===== config.mk =====
export PLATFORM = sky130hd
export DESIGN_NAME = rr_weighted_scheduler
export DESIGN_NICKNAME = d
export VERILOG_FILES = /design/src/rtl/rr_weighted_scheduler.sv
export SDC_FILE = /design/constraint.sdc
export NUM_CORES = 1
export LEC_CHECK = 0
export CORE_MARGIN = 3
export CORE_UTILIZATION = 55
export CTS_CLUSTER_SIZE = 10
export DETAILED_ROUTE_END_ITERATION = 10
export DONT_BUFFER_PORTS = 1
export MAX_ROUTING_LAYER = met4
export PLACE_DENSITY = 0.7
export SLEW_MARGIN = 20
export SYNTH_ARGS = -nofsm -noshare
export SYNTH_HDL_FRONTEND = slang
export SYNTH_SLANG_ARGS = --single-unit

===== constraint.sdc =====
create_clock -name clk -period 8 [get_ports clk]
set_clock_uncertainty 0.1 [all_clocks]
set_input_delay 1.6 -clock clk [delete_from_list [all_inputs] [get_ports clk]]
set_output_delay 1.6 -clock clk [all_outputs]
set_load 0.05 [all_outputs]

===== src/rtl/rr_weighted_scheduler.sv =====
// rtl/rr_weighted_scheduler.sv - weighted round-robin grant of one shared resource among N requesters
module rr_weighted_scheduler #(
  parameter int N        = 4,
  parameter int WEIGHT_W = 4,
  parameter int ID_W     = $clog2(N)
) (
  input  logic                clk,
  input  logic                reset,
  input  logic [N-1:0]        req_i,
  input  logic                done_i,
  input  logic                cfg_we_i,
  input  logic [ID_W-1:0]     cfg_idx_i,
  input  logic [WEIGHT_W-1:0] cfg_weight_i,
  output logic [N-1:0]        gnt_o,
  output logic [ID_W-1:0]     gnt_id_o,
  output logic                gnt_valid_o
);

  typedef enum logic {IDLE, GRANT} state_t;

  state_t              state_q;
  logic [ID_W-1:0]     ptr_q;
  logic [WEIGHT_W-1:0] credit_q;
  logic [WEIGHT_W-1:0] weight_q [N];
  logic [N-1:0]        gnt_q;
  logic [ID_W-1:0]     gnt_id_q;

  logic [2*N-1:0]      req_dbl;
  logic [N-1:0]        req_rot;
  logic [ID_W-1:0]     sel_off;
  logic [ID_W:0]       sel_sum;
  logic [ID_W-1:0]     sel_idx;
  logic [WEIGHT_W-1:0] sel_weight;
  logic                owner_req;
  logic                last_done;
  logic [ID_W-1:0]     ptr_next;

  // Rotate requests so bit 0 is the current priority holder, then pick the lowest set bit.
  always_comb begin
    req_dbl = {req_i, req_i} >> ptr_q;
    req_rot = req_dbl[N-1:0];
    sel_off = '0;
    for (int off = N - 1; off >= 0; off--) begin
      if (req_rot[off]) sel_off = ID_W'(off);
    end
    sel_sum = {1'b0, ptr_q} + {1'b0, sel_off};
    if (sel_sum >= (ID_W+1)'(N)) sel_sum = sel_sum - (ID_W+1)'(N);
    sel_idx    = sel_sum[ID_W-1:0];
    sel_weight = '0;
    for (int i = 0; i < N; i++) begin
      if (sel_idx == ID_W'(i)) sel_weight = weight_q[i];
    end
    if (sel_weight == '0) sel_weight = WEIGHT_W'(1);
  end

  assign owner_req = |(req_i & gnt_q);
  assign last_done = done_i && (credit_q == WEIGHT_W'(1));
  assign ptr_next  = (gnt_id_q == ID_W'(N - 1)) ? '0 : gnt_id_q + ID_W'(1);

  always_ff @(posedge clk or negedge reset) begin
    if (!reset) begin
      state_q  <= IDLE;
      ptr_q    <= '0;
      credit_q <= '0;
      gnt_q    <= '0;
      gnt_id_q <= '0;
    end else begin
      case (state_q)
        IDLE: begin
          if (|req_i) begin
            state_q  <= GRANT;
            gnt_q    <= N'(1) << sel_idx;
            gnt_id_q <= sel_idx;
            credit_q <= sel_weight;
          end
        end
        GRANT: begin
          if (!owner_req || last_done) begin
            state_q  <= IDLE;
            gnt_q    <= '0;
            gnt_id_q <= '0;
            ptr_q    <= ptr_next;
          end else if (done_i) begin
            credit_q <= credit_q - WEIGHT_W'(1);
          end
        end
      endcase
    end
  end

  // Written weights are only sampled when a grant starts, so an in-flight credit is never disturbed.
  always_ff @(posedge clk or negedge reset) begin
    if (!reset) begin
      for (int i = 0; i < N; i++) weight_q[i] <= WEIGHT_W'(1);
    end else if (cfg_we_i) begin
      for (int i = 0; i < N; i++) begin
        if (cfg_idx_i == ID_W'(i)) weight_q[i] <= cfg_weight_i;
      end
    end
  end

  assign gnt_o       = gnt_q;
  assign gnt_id_o    = gnt_id_q;
  assign gnt_valid_o = |gnt_q;

endmodule


==> results of run 1 <==
[cell usage in the layout, fill, tap and decap left out, types with 2 or more instances in the layout]
cell and instances:
dfrtp_1 25, mux2_2 19, nand2_1 9, nor2_1 7, inv_1 6, clkbuf_4 5, a21oi_1 4, nand3b_1 4
mux4_1 4, ha_1 4, dfstp_2 4, nand3_1 3, nor2b_1 2, o211ai_1 2, a22oi_1 2, xnor2_1 2
o21ai_0 2, o31ai_1 2, nor3_1 2, a32o_1 2
[layout make-up]
cell class / count / area (um2)
tap: 30 / 37.5
clock buffer: 7 / 55.1
sequential: 29 / 731
clock inverter: 1 / 30.0
multi-input combinational: 90 / 781
inverter: 6 / 22.5
fill: 205 / 933
[cells by family (layout without fill, tap and decap cells)]
family | count (synthesis) | in the layout | synth area share (%)
buf+inv | 11 | 14 | 3.20
flops | 29 | 29 | 46.8
xor+xnor | 2 | 2 | 1.12
simple gates | 37 | 37 | 13.1
compound gates | 24 | 24 | 12.1
fa+ha+maj | 4 | 4 | 3.21
mux | 23 | 23 | 20.4
[power groups by stage]
stage               Combinational, W  Clock, W  Sequential [W]
floorplan                   0.000256         0        0.000257
global placement            0.000280         0        0.000272
detailed placement          0.000289         0        0.000274
CTS                         0.000290  0.000127        0.000271
global route                0.000320  0.000135        0.000278
finish                      0.000286  0.000124        0.000271
[flip-flops by register name, summed over array words and instances (netlist names)]
register / cells
gnt_id_o: 2
weight_q: 16
state_q: 1
credit_q: 4
ptr_q: 2
gnt_o: 4
[worst paths after layout]
path,to,slack (ns),depth (start not counted)
worst max register to register,credit_q[0],4.85,10
max in group asynchronous,weight_q[0],6.76,0
worst max-delay path,credit_q[0],4.06,10
worst min-delay path,weight_q[3],0.41,1
min in group asynchronous,weight_q[5],0.85,0
worst min register to register,weight_q[3],0.41,1
[worst register-to-register path: cells and delay by family (launching register included)]
| kind | cells | cell delay (ns) |
|---|---|---|
| AOI/OAI and AO/OA | 4 | 0.64 |
| xor gates and xnor gates | 2 | 0.72 |
| adders and majority gates | 1 | 0.18 |
| DFF | 1 | 0.49 |
| muxes | 1 | 0.43 |
| and+or+nand+nor | 2 | 0.52 |
[through the flow]
step / cell area, um2 / utilization [%] / total power [W] / instances
after floorplan: 1560 / - / 0.000513 / 130
after global placement: 1570 / 60.7 / 0.000552 / 155
after detailed placement: 1570 / 60.7 / 0.000564 / 155
after CTS: 1660 / 64.0 / 0.000688 / 163
after global routing: 1660 / 64.0 / 0.000734 / 163
final: 1660 / 64.0 / 0.000680 / 163
[routing by layer]
| metal | vias to the layer above | GRT usage, % |
|---|---|---|
| met5 | - | - |
| li1 | 496 | - |
| met4 | 0 | 6.80 |
| met1 | 523 | 21.0 |
| met2 | 24 | 29.3 |
| met3 | 6 | 8.71 |
==> flow_summary.toml, run 1 <==
[finish]
diodes = 0
final_layout_size_suffix_gt1_share_pct = 25.6
areaGrowthSynthToFinish_pct = 6.09
fin_nets = 150

[global_route]
track_usage_pct = 18.8
grt_max_degree = 30
overflow = 0
antenna_found_initial = 0
grt_pass1_wl_um = 4690
grt_pass1_vias = 1069

[setup_path]
crit_family = "XOR/XNOR gates"
crit_slowest_cell = "xnor2_1"
cp_common_cell = "xnor2_1"
path_buf_inv = 1
worstPathArrival_ns = 4.08
critical_path_class = "input pin to register"
worstPathRequired_ns = 8.14
crit_fanout = 9
worstReg2RegStart = "ptr_q[1]"
endpoint_kind = "register"
cpPeakStageDelay_ns = 0.59
start_kind = "input pin"
cp_cell_sequence = "inv_1 > a2bb2oi_1 > o211ai_1 > o21a_1 > ha_1 > xnor2_1 > xnor2_1 > mux4_1 > or3_1 > a221oi_2"
critical_path.startpoint = "req_i[0]"

[pwr]
clockPowerShare_pct = 18.2
power_leakage_nw = 0.696
power.switching_w = 0.000272
seqPwrFrac_pct = 39.8
internal_power_w = 0.000408
peakVddDrop_v = 0.000250
power_density_nw_per_um2 = 411
power_frac_comb_pct = 42.0
p_sw_share_pct = 40.0

[yosys]
postSynth.asyncResetShare_pct = 100
synth_ff_type = "dfrtp_1"
synthesis.nets = 148
netlist_instances = 130
ys_ff_latch = 29
yosysSeqAreaShare_pct = 46.8
ys_top_cells_by_count = "25 x dfrtp_1, 19 x mux2_2, 9 x nand2_1, 7 x nor2_1, 6 x inv_1"
syn_avg_cell_area_um2 = 12.0
ys_warn_count = 0
syn_area_um2 = 1560
yosysMostFrequentCell = "dfrtp_1"
netlist_top_cells_area = "dfrtp_1 40%, mux2_2 14%, dfstp_2 6.7%"
synth-edff-count = 0
yosysTopAreaCell = "dfrtp_1"
synth_cell_types = 42
synth_top_area_share_pct = 40.1

[floorplan]
core_area_um2 = 2590
die_w_um = 59.3
start_util_pct = 60.3
row_count = 18
die_h_um = 59.3
ioPinCount = 21
die-area_um2 = 3510

[min_path]
hold_path.class = "register to register"
min_from = "weight_q[3]"

[status]
status = "finished, final reports clean"

[clock_tree]
numCtsBuffers = 5
cts_tree = "done"
post_cts_buffers = 0
post_cts_resized = 0
root_buffer = "clkbuf_4"
clock_sinks = 29
clockBufferDepth = 2
cts.clk_slew.worst_paths_ns = 0.10
holdBufCountCts = 0
worstSkewPairLatency_ns = 0.33
h-tree-depth = 2

[timing]
fin_ws_ns = 4.06
max_slew_margin_pct = 51.3
period_share_pct = 49.2
timing.final.hold_violations = 0
fin_setup_tns_ns = 0
whs_ns = 0.407
fmax_mhz = 254
tightest_slew_ns = 0.725
finalSetupViolCount = 0
final-max-slew-violation-count = 0
min_period_ns = 3.94
rsz0062_at_grt = "false"

[placement]
numPortBuffers = 0
hpwl_um = 2050
place_congestion = 0.745
pre_cts_ws_ns = 3.73

[route]
wire_per_inst_um = 16.7
antenna_left = 0
drt_wl_total_um = 2730
first_pass_iters = 4
dr_wl_met2_um = 1330
vias_per_cell = 6.44
routed.top_layer = "met4"
wl_met3_um = 175
vias = 1049
wl_met1_um = 1170
drc = 0
drt_iter0_drc = 86

[run]
cap_violations = 0
No activity file was read; power rests on OpenSTA's default activity.
==> run 2: changes to the inputs <==
==> constraint.sdc (replaced) <==
create_clock -name clk -period 3.8 [get_ports clk]
set_clock_uncertainty 0.1 [all_clocks]
set_input_delay 0.76 -clock clk [delete_from_list [all_inputs] [get_ports clk]]
set_output_delay 0.76 -clock clk [all_outputs]
set_load 0.05 [all_outputs]
==> flow_summary.toml, run 2 (same netlist as run 1, synthesis figures left out) <==
[status]
status = "finished, final reports clean"

[global_route]
grt-busiest-layer = "met2"
track_usage_pct = 20.3
grt_pass1_vias = 1095
use_met1_pct = 22.6
grtUsageMet3_pct = 7.63
overflow = 0
antenna_found_initial = 0
grt_pass1_wl_um = 4990
use_met2_pct = 31.8
grt_max_degree = 20

[pwr]
power_leakage_nw = 0.696
finalPower_w = 0.00137
power_density_nw_per_um2 = 827
peakVddDrop_v = 0.000518

[floorplan]
die_h_um = 59.3
die-area_um2 = 3510
core_area_um2 = 2590
row_count = 18
start_util_pct = 60.3
ioPinCount = 21
die_w_um = 59.3

[setup_path]
start_kind = "register"
worstPathArrival_ns = 3.30
cp-endpoint = "credit_q[0]"
worstReg2RegStart = "ptr_q[1]"
endpoint_kind = "register"
worstPathRequired_ns = 3.94
crit_fanout = 9
r2r-end = "credit_q[0]"
r2r_cells = 10
ff2ff_setup_slack_ns = 0.64
critical_path.startpoint = "ptr_q[1]"
critical_path_class = "register to register"

[timing]
rsz0062_at_grt = "false"
tightest_slew_ns = 0.867
max_slew_margin_pct = 42.0
fin_setup_tns_ns = 0
period_share_pct = 83.3
finalSetupViolCount = 0
min_period_ns = 3.16
fmax_mhz = 316
timing.final.hold_violations = 0
final-max-slew-violation-count = 0

[clock_tree]
clock_sinks = 29
cts.clk_slew.worst_paths_ns = 0.09
clockBufferDepth = 2
root_buffer = "clkbuf_4"
cts_tree = "done"
h-tree-depth = 2
post_cts_buffers = 0
worstSkewPairLatency_ns = 0.33
numCtsBuffers = 5

[finish]
final_layout_size_suffix_gt1_share_pct = 25.7
fin_nets = 153
areaGrowthSynthToFinish_pct = 5.69
n_fill_cell = 221
diodes = 0
largest_register_ffs = 16
final_common_cell = "dfrtp_1"
mostFrequentLayoutCells = "25 x dfrtp_1, 19 x mux2_2, 9 x nand2_1"
regMostFlops = "weight_q"

[placement]
numPortBuffers = 0
place_congestion = 0.740
hpwl_um = 2100

[route]
wire_per_inst_um = 17.1
drc = 0
drt_iter0_drc = 49
drt_wl_total_um = 2850
first_pass_iters = 4
vias_per_cell = 6.25
antenna_left = 0
vias = 1038

[min_path]
hold_path.class = "input pin to async pin"

[run]
cap_violations = 0
[run 2: cell types whose count changed in the layout (fill, tap and decap cells not counted), sizes merged]
cell         delta
dlygate4sd3     +2
clkbuf          -1
buf             +1
clkinv          +2
bufinv          -1
[run 2: final cells by class]
class                   instances  area [um2]  area share [%]
well taps                      30        37.5            2.27
flip-flops and latches         29         731            44.3
repair buffers                  3        27.5            1.67
clock inverters                 2        10.0           0.607
clock buffers                   6        41.3            2.50
multi-input cells              90         781            47.3
inverters                       6        22.5            1.36
[run 2: power breakdown]
part / switching, W / internal (W) / leakage (nW) / total (W)
clock: 0.000104 / 0.0000702 / 0.0320 / 0.000175
combinational: 0.000316 / 0.000304 / 0.318 / 0.000620
sequential: 0.000162 / 0.000409 / 0.345 / 0.000570
[run 2: what timing repair did]
action,4_1_cts,5_1_grt
hold buffers,1,1
setup endpoints to repair,0,0
hold endpoints to repair,19,6
gates resized for setup,0,0
[run 2: worst min-delay path by stage]
stage | slack (ns) | endpoint | startpoint
2_1_floorplan | 0.36 | credit_q[0] | reset
3_3_place_gp | 0.37 | weight_q[3] | reset
3_5_place_dp | 0.37 | weight_q[7] | reset
4_1_cts | 0.003 | gnt_o[1] | reset
5_1_grt | 0.12 | weight_q[8] | reset
6_report | 0.16 | weight_q[8] | reset
[run 2: through the flow]
stage / worst slack [ns] / std cells / util [%] / hold WS, ns / cell area (um2)
after floorplan: 0.577 / 130 / - / 0.364 / 1560
after global placement: 0.423 / 156 / 61.0 / 0.365 / 1580
after detailed placement: 0.359 / 156 / 61.0 / 0.365 / 1580
after CTS: 0.630 / 165 / 63.3 / 0.00281 / 1640
after global routing: 0.337 / 166 / 63.7 / 0.118 / 1650
final: 0.636 / 166 / 63.7 / 0.162 / 1650
[run 2: worst max-delay path, stage by stage, from the launching register on]
cell and delay [ns]:
dfrtp_1 0.51, nand2_1 0.11, a2bb2oi_1 0.16, o211ai_1 0.10
o21a_1 0.12, ha_1 0.18, xnor2_1 0.13, xnor2_1 0.58
mux4_1 0.44, or3_1 0.38, a221oi_2 0.25
[run 2: metal layers]
metal,vias to the layer above,wire length (um)
met5,-,0
met4,0,64
met3,8,176
met2,23,1400
met1,508,1210
li1,499,-
